## config.mk

```make
export PLATFORM = sky130hd
export DESIGN_NAME = falling_piece_ctrl
export DESIGN_NICKNAME = d
export VERILOG_FILES = /design/src/rtl/falling_piece_ctrl.sv
export SDC_FILE = /design/constraint.sdc
export NUM_CORES = 1
export LEC_CHECK = 0
export ABC_AREA = 0
export BUFFER_PORTS_ARGS = -buffer_cell sky130_fd_sc_hd__buf_2
export CORE_MARGIN = 1
export CORE_UTILIZATION = 43
export DETAILED_ROUTE_END_ITERATION = 8
export GPL_TIMING_DRIVEN = 0
export HOLD_SLACK_MARGIN = 0.12
export PLACE_DENSITY = 0.65
export SETUP_SLACK_MARGIN = 0.1
export SYNTH_ARGS = -nofsm -noshare
export SYNTH_HDL_FRONTEND = slang
export SYNTH_SLANG_ARGS = --single-unit
```

## constraint.sdc

```tcl
create_clock -name clk -period 1.8 [get_ports clk]
set_input_delay 0.18 -clock clk [delete_from_list [all_inputs] [get_ports clk]]
set_output_delay 0.18 -clock clk [all_outputs]
set_load 0.02 [all_outputs]
```

## src/rtl/falling_piece_ctrl.sv

```systemverilog
// Falling-piece controller: spawns a piece of the selected type at the top of
// the playfield, moves it under gravity and player pulses, validates each
// candidate move with the grid checker and hands landed pieces to the lock stage.
module falling_piece_ctrl #(
  parameter int ROWS          = 20,
  parameter int COLS          = 10,
  parameter int GRAVITY_TICKS = 1000000
) (
  input  logic                     clk,
  input  logic                     nRst_i,
  input  logic [2:0]               block_type_i,
  input  logic                     spawn_req_i,
  input  logic                     move_left_i,
  input  logic                     move_right_i,
  input  logic                     soft_drop_i,
  output logic                     probe_valid_o,
  output logic [$clog2(ROWS)-1:0]  probe_row_o,
  output logic [$clog2(COLS)-1:0]  probe_col_o,
  input  logic                     probe_ack_i,
  input  logic                     probe_hit_i,
  output logic                     lock_valid_o,
  input  logic                     lock_ready_i,
  output logic [$clog2(ROWS)-1:0]  row_o,
  output logic [$clog2(COLS)-1:0]  col_o,
  output logic [2:0]               type_o,
  output logic                     active_o,
  output logic                     game_over_o
);

  localparam int RW = $clog2(ROWS);
  localparam int CW = $clog2(COLS);
  localparam int GW = $clog2(GRAVITY_TICKS);

  localparam logic [RW-1:0] ROW_LAST  = RW'(ROWS - 1);
  localparam logic [CW-1:0] COL_LAST  = CW'(COLS - 1);
  localparam logic [CW-1:0] SPAWN_COL = CW'(COLS / 2 - 1);
  localparam logic [GW-1:0] GRAV_LAST = GW'(GRAVITY_TICKS - 1);

  localparam logic [2:0] ST_IDLE  = 3'd0;
  localparam logic [2:0] ST_SPAWN = 3'd1;
  localparam logic [2:0] ST_FALL  = 3'd2;
  localparam logic [2:0] ST_PROBE = 3'd3;
  localparam logic [2:0] ST_LAND  = 3'd4;
  localparam logic [2:0] ST_OVER  = 3'd5;

  logic [2:0]    state_q, state_d;
  logic [GW-1:0] grav_q, grav_d;
  logic [RW-1:0] row_q, row_d;
  logic [CW-1:0] col_q, col_d;
  logic [2:0]    type_q, type_d;
  logic [RW-1:0] cand_row_q, cand_row_d;
  logic [CW-1:0] cand_col_q, cand_col_d;
  logic          cand_down_q, cand_down_d;

  // Next-state logic: move arbitration, boundary checks and handshakes.
  always_comb begin
    state_d     = state_q;
    grav_d      = grav_q;
    row_d       = row_q;
    col_d       = col_q;
    type_d      = type_q;
    cand_row_d  = cand_row_q;
    cand_col_d  = cand_col_q;
    cand_down_d = cand_down_q;

    case (state_q)
      ST_IDLE: begin
        if (spawn_req_i) begin
          // Type 7 is not a real piece; treat it as the single-cell DOT.
          type_d  = (block_type_i == 3'd7) ? 3'd3 : block_type_i;
          row_d   = '0;
          col_d   = SPAWN_COL;
          state_d = ST_SPAWN;
        end
      end

      ST_SPAWN: begin
        if (probe_ack_i) begin
          state_d = probe_hit_i ? ST_OVER : ST_FALL;
        end
      end

      ST_FALL: begin
        if ((grav_q == GRAV_LAST) || soft_drop_i) begin
          // Down wins; any lateral pulse in this cycle is discarded.
          grav_d = '0;
          if (row_q == ROW_LAST) begin
            state_d = ST_LAND;
          end else begin
            cand_row_d  = row_q + RW'(1);
            cand_col_d  = col_q;
            cand_down_d = 1'b1;
            state_d     = ST_PROBE;
          end
        end else begin
          grav_d = grav_q + GW'(1);
          if (move_left_i) begin
            if (col_q != '0) begin
              cand_row_d  = row_q;
              cand_col_d  = col_q - CW'(1);
              cand_down_d = 1'b0;
              state_d     = ST_PROBE;
            end
          end else if (move_right_i) begin
            if (col_q != COL_LAST) begin
              cand_row_d  = row_q;
              cand_col_d  = col_q + CW'(1);
              cand_down_d = 1'b0;
              state_d     = ST_PROBE;
            end
          end
        end
      end

      ST_PROBE: begin
        // Gravity counter holds; move and spawn pulses are dropped here.
        if (probe_ack_i) begin
          if (!probe_hit_i) begin
            row_d   = cand_row_q;
            col_d   = cand_col_q;
            state_d = ST_FALL;
          end else begin
            state_d = cand_down_q ? ST_LAND : ST_FALL;
          end
        end
      end

      ST_LAND: begin
        if (lock_ready_i) begin
          state_d = ST_IDLE;
        end
      end

      ST_OVER: begin
        state_d = ST_OVER;
      end

      default: begin
        state_d = ST_IDLE;
      end
    endcase
  end

  // State registers with asynchronous active-low reset.
  always_ff @(posedge clk or negedge nRst_i) begin
    if (!nRst_i) begin
      state_q     <= ST_IDLE;
      grav_q      <= '0;
      row_q       <= '0;
      col_q       <= '0;
      type_q      <= 3'd4;
      cand_row_q  <= '0;
      cand_col_q  <= '0;
      cand_down_q <= 1'b0;
    end else begin
      state_q     <= state_d;
      grav_q      <= grav_d;
      row_q       <= row_d;
      col_q       <= col_d;
      type_q      <= type_d;
      cand_row_q  <= cand_row_d;
      cand_col_q  <= cand_col_d;
      cand_down_q <= cand_down_d;
    end
  end

  // The spawn check probes the current position; move checks probe the candidate.
  assign probe_valid_o = (state_q == ST_SPAWN) || (state_q == ST_PROBE);
  assign probe_row_o   = (state_q == ST_PROBE) ? cand_row_q : row_q;
  assign probe_col_o   = (state_q == ST_PROBE) ? cand_col_q : col_q;
  assign lock_valid_o  = (state_q == ST_LAND);
  assign active_o      = (state_q == ST_FALL) || (state_q == ST_PROBE);
  assign game_over_o   = (state_q == ST_OVER);
  assign row_o         = row_q;
  assign col_o         = col_q;
  assign type_o        = type_q;

endmodule

```

* Word-level counts from Yosys, hierarchy flattened
Index checks and enable logic that the tools add are counted.
** Storage, ports and cells
- Register bits :: 45
- Output and inout port bits :: 25
- Word-level logic and storage cells :: 87
** Cells by class
- Add/sub/neg operators :: 4
- Equality and inequality tests :: 19
- Mux-type cells :: 44
- Reduce and logical (&&, ||, !) cells :: 12
** Operator list (number)
- 5-bit 2-to-1 mux :: 10
- 3-bit 2-to-1 mux :: 14
- 4-bit 2-to-1 mux :: 10
- 20-bit by 1-bit adder with 20-bit output, second input constant :: 1
- 20-bit equality test, second input constant :: 1
- 20-bit 2-to-1 mux :: 1
- 3-bit one-hot mux with 6 select lines :: 1
- 4-bit != test, second input constant :: 4
- 2-bit != test, second input constant :: 5
- 5-bit one-hot mux with 2 select lines :: 1
- 3-bit equality test, second input constant :: 3
- 4-bit one-hot mux with 2 select lines :: 1
- 7-bit AND reduction :: 1
- 3-bit by 2-bit equality test with 1-bit output, second input constant :: 2
- 1-bit 2-to-1 mux :: 6
- 3-bit nonzero test :: 2
- 5-bit by 1-bit adder with 5-bit output, second input constant :: 1
- 5-bit equality test, second input constant :: 1
- 5-bit AND reduction :: 1
- 4-bit by 1-bit adder with 4-bit output, second input constant :: 1
- 4-bit AND reduction :: 1
- 4-bit nonzero test :: 1
- 4-bit by 1-bit subtractor with 4-bit output, second input constant :: 1
- 3-bit by 1-bit equality test with 1-bit output, second input constant :: 1
- other kinds (6) :: 8

* Depth between registers and ports, before layout
- Word-level depth :: 6
- Depth in mapped cells :: 8
- Depth with buffers taken out :: 7

* Worst setup path before layout
OpenSTA, ideal clock, no wires.
- Kind :: register -> output
- Start point :: register state_q[0]
- End point :: output port probe_col_o[0]
- Arrival :: 1.726 ns
- Required time :: 1.620 ns
- Setup slack :: -0.106 ns
- Stages on the path, launching flop included :: 7
- Buffers on the path :: 2
- Cell sequence :: dfrtp_1 -> buf_2 -> nor2b_1 -> and2_1 -> buf_2 -> nand2_1 -> o21ai_0
** On the way
- Word-level cells in the longest chain between the ends :: 2
** RTL lines
- start: declaration :: RTL line 46 : logic [2:0] state_q, state_d;
- start signal: assignment :: RTL line 156 : state_q <= state_d;
- 3-bit by 2-bit equality test with 1-bit output :: RTL line 170 : assign probe_col_o = (state_q == ST_PROBE) ? cand_col_q : col_q;
- 4-bit 2-to-1 mux :: RTL line 170
- end: declaration :: RTL line 18 : output logic [$clog2(COLS)-1:0] probe_col_o,
Every way passes these cells.

* Final worst setup path
- Start point :: register grav_q[8]
- End point :: register cand_col_q[1]
** On the way
- Word-level cells in the longest chain between the ends :: 4
- Elaborated cells on any way between the ends :: 8
** RTL lines
- start: declaration :: RTL line 47 : logic [GW-1:0] grav_q, grav_d;
- start signal: assignment :: RTL line 157 : grav_q <= grav_d;
- 20-bit equality test * :: RTL line 84 : if ((grav_q == GRAV_LAST) || soft_drop_i) begin
- 1-bit logical OR * :: RTL line 84
- 3-bit by 1-bit != test with 1-bit output (no source line), or another cell as far along
- 5-bit AND reduction (no source line)
- end signal: assignment :: RTL line 162 : cand_col_q <= cand_col_d;
- end: declaration :: RTL line 52 : logic [CW-1:0] cand_col_q, cand_col_d;
Mark *: on every way between the ends. The rest lies on a longest branch, timed or not.
A chain may end at the register's enable or synchronous reset.

==> reports/results.tsv <==
metric	value	unit
status	finished, violations left	
violations	setup timing	
dieHeight	79.4	um
p_sw	1.64	mW
grt_max_degree	46	
drive_above_1_share	50.1	%
syn2layout_area_growth	54.6	%
num_antenna_cells	0	
worstMarginPinSlew	1.04	ns
ys_seq_area_share	43.8	%
nets	403	
coreArea	5640	um2
synthArstFlopShare	100	%
gp_congestion	0.806	
total_power	4.13	mW
grt_first_pass_wirelength	11.4	mm
path_delay_family	simple AND/OR/NAND/NOR gates	
yosys_warnings	0	
clkPwrFrac	16.5	%
hp-class	input port to register	
num_vias	2608	
drv_slew	0	
period_share	105	%
leakage	1.82	nW
worst_ep_required_time	1.99	ns
synth_ff_type	dfrtp_1	
p_per_area	1040	nW/um2
cts_tree	yes	
fin_ws	-0.0919	ns
synth_cell_types	56	
dieWidth	79.4	um
clock_sinks	45	
final_area	3980	um2
clk_pin_slew_worst_paths	0.09	ns
ant_nets	0	
comb_power_share	49.4	%
synth-edff-count	0	
clk_latency	0.30	ns
critical_path_depth	6	
worstSetupPathType	register to register	
drtIter0Drc	245	
syn_inst	292	
crit_chain	nor4b_4, nand4_4, buf_6, o211ai_4, a22o_4, mux2_4	
max_freq	529	MHz
dp.cells	400	
die_area	6300	um2
h-tree-depth	2	
gr-total-overflow	0	
cts-root-buf	clkbuf_8	
start_kind	register	
p_int	2.49	mW
fin_crit	1.89	ns
cts_buffers	5	
maxSlewHeadroom	30.4	%
vdd_drop_max	0.000824	V
antenna_found_initial	0	
pin_count	37	
switching_share	39.7	%
io_buffers	36	
synth_seq_cells	45	
grt_setup_unrepaired	yes	
drt_wl_total	7.88	mm
synthesis.nets	309	
rr_worst_depth	6	
hold_violations	0	
dpl_worst_slack	-0.367	ns
power_frac_seq	34.1	%
setup_violations	32	
wl_per_cell	17.2	um
cp-end-kind	register	
dpl.hpwl	4.14	mm
path_buf_inv	1	
synthesis.area	2570	um2
crit_path_max_fanout	4	
arrival	2.08	ns
first_pass_iters	5	
num_rows	27	
cap_violations	0	
grt_usage	23.5	%
first_global_vias	2384	
dpl-instance-area	2870	um2
drc	0	
slowest_stage	dfrtp_2	
whs_path_depth	2	
postSynthAreaPerCell	8.82	um2
start_util	45.6	%
stdcell_count	459	
clock-skew-final	0.00918	ns
cts_buffer_depth	2	
utilization	70.6	%
slowest_delay	0.45	ns
drt-vias-per-instance	5.68	
-- cells in the final DEF, fill, tap and decap left out, drive strengths merged, types with 5 or more instances in the layout --
cell | netlist | routed
nand2 | 66 | 66
or3 | 5 | 5
inv | 8 | 8
o21ai | 43 | 43
clkbuf | 4 | 10
and3 | 6 | 6
nor2 | 23 | 23
a21oi | 8 | 8
nand3 | 6 | 6
dfrtp | 44 | 44
nand4 | 7 | 7
xor2 | 11 | 11
buf | 8 | 93
xnor2 | 6 | 6
-- layout make-up --
cell class | instances | area [um2]
buffer | 11 | 130
clock buffer | 7 | 86.3
clock inverter | 1 | 7.51
fill | 382 | 1660
inverter | 8 | 30.0
multi-input combinational | 227 | 1760
sequential | 45 | 1140
tap | 72 | 90.1
timing repair buffer | 88 | 737
-- kinds of logic after synthesis --
family	after synthesis	share of synthesized area [%]
simple gates	133	25.8
flops	45	43.8
mux	4	1.85
fa+ha+maj	5	2.72
buf+inv	20	3.74
compound gates	68	16.3
xor+xnor	17	5.78
-- timing repair --
item                                   CTS  global route
resized for setup                      108            62
cloned                                   2             1
pin swaps                               40            25
setup endpoints to repair               52            55
endpoints found under the hold margin   46             0
hold buffers                             3             0
setup buffers                           27            19
-- state kept, by name, indices dropped and copies added, names as in the netlist --
signal       count
grav_q          20
cand_row_q       5
row_o            5
cand_col_q       4
col_o            4
state_q          3
type_o           3
cand_down_q      1
-- synth_stat cells (4+ instances only) --
cell type	n	area share (%)
ha_1	4	1.9
and3_1	5	1.2
xor2_1	11	3.7
o21ai_1	4	0.78
clkbuf_1	4	0.58
xnor2_1	6	2.0
or3_1	5	1.2
a21oi_1	8	1.6
inv_1	7	1.0
nand2_1	66	9.6
buf_2	5	0.97
o21ai_0	36	7.0
nor2_1	22	3.2
nand4_1	6	1.5
nand3_1	5	0.97
dfrtp_1	44	43
-- stage by stage --
step	setup TNS (ns)	hold WS (ns)
CTS	-0.749	0.135
global placement	-5.97	0.419
floorplan	0	-0.116
global route	-2.96	0.133
finish	-1.11	0.129
detailed placement	-7.46	0.416
-- final timing paths --
| path | startpoint | endpoint | slack (ns) |
|---|---|---|---|
| worst min-delay path | block_type_i[1] | type_o[1] | 0.13 |
| min in group asynchronous | nRst_i | state_q[2] | 0.60 |
| worst max register to register | grav_q[8] | cand_col_q[1] | -0.09 |
| worst min register to register | type_o[2] | type_o[2] | 0.49 |
| max in group asynchronous | nRst_i | col_o[3] | 0.48 |
| worst max-delay path | grav_q[8] | cand_col_q[1] | -0.09 |
-- power groups by stage --
stage	Clock, mW	Combinational [mW]	Sequential [mW]
floorplan	0	0.832	1.41
global placement	0	1.22	1.37
detailed placement	0	1.24	1.38
CTS	0.685	1.73	1.38
global route	0.735	2.18	1.44
finish	0.682	2.04	1.41
-- routing by layer --
| metal | part of all wire, % | global-route usage [%] | up-vias |
|---|---|---|---|
| met3 | 4.4 | 3.77 | 21 |
| li1 | - | - | 1202 |
| met1 | 43 | 31.6 | 1283 |
| met5 | 0 | 0 | - |
| met4 | 3.0 | 7.82 | 0 |
| met2 | 50 | 38.7 | 102 |
-- worst register-to-register path: cells and delay by family, from the launching register on --
kind / cells / cell delay [ns]
muxes: 1 / 0.30
DFF: 1 / 0.45
AOI/OAI and AO/OA: 2 / 0.37
and+or+nand+nor: 2 / 0.50
buffers and inverters: 1 / 0.16
Note: power is estimated with default switching activity, not from simulation.
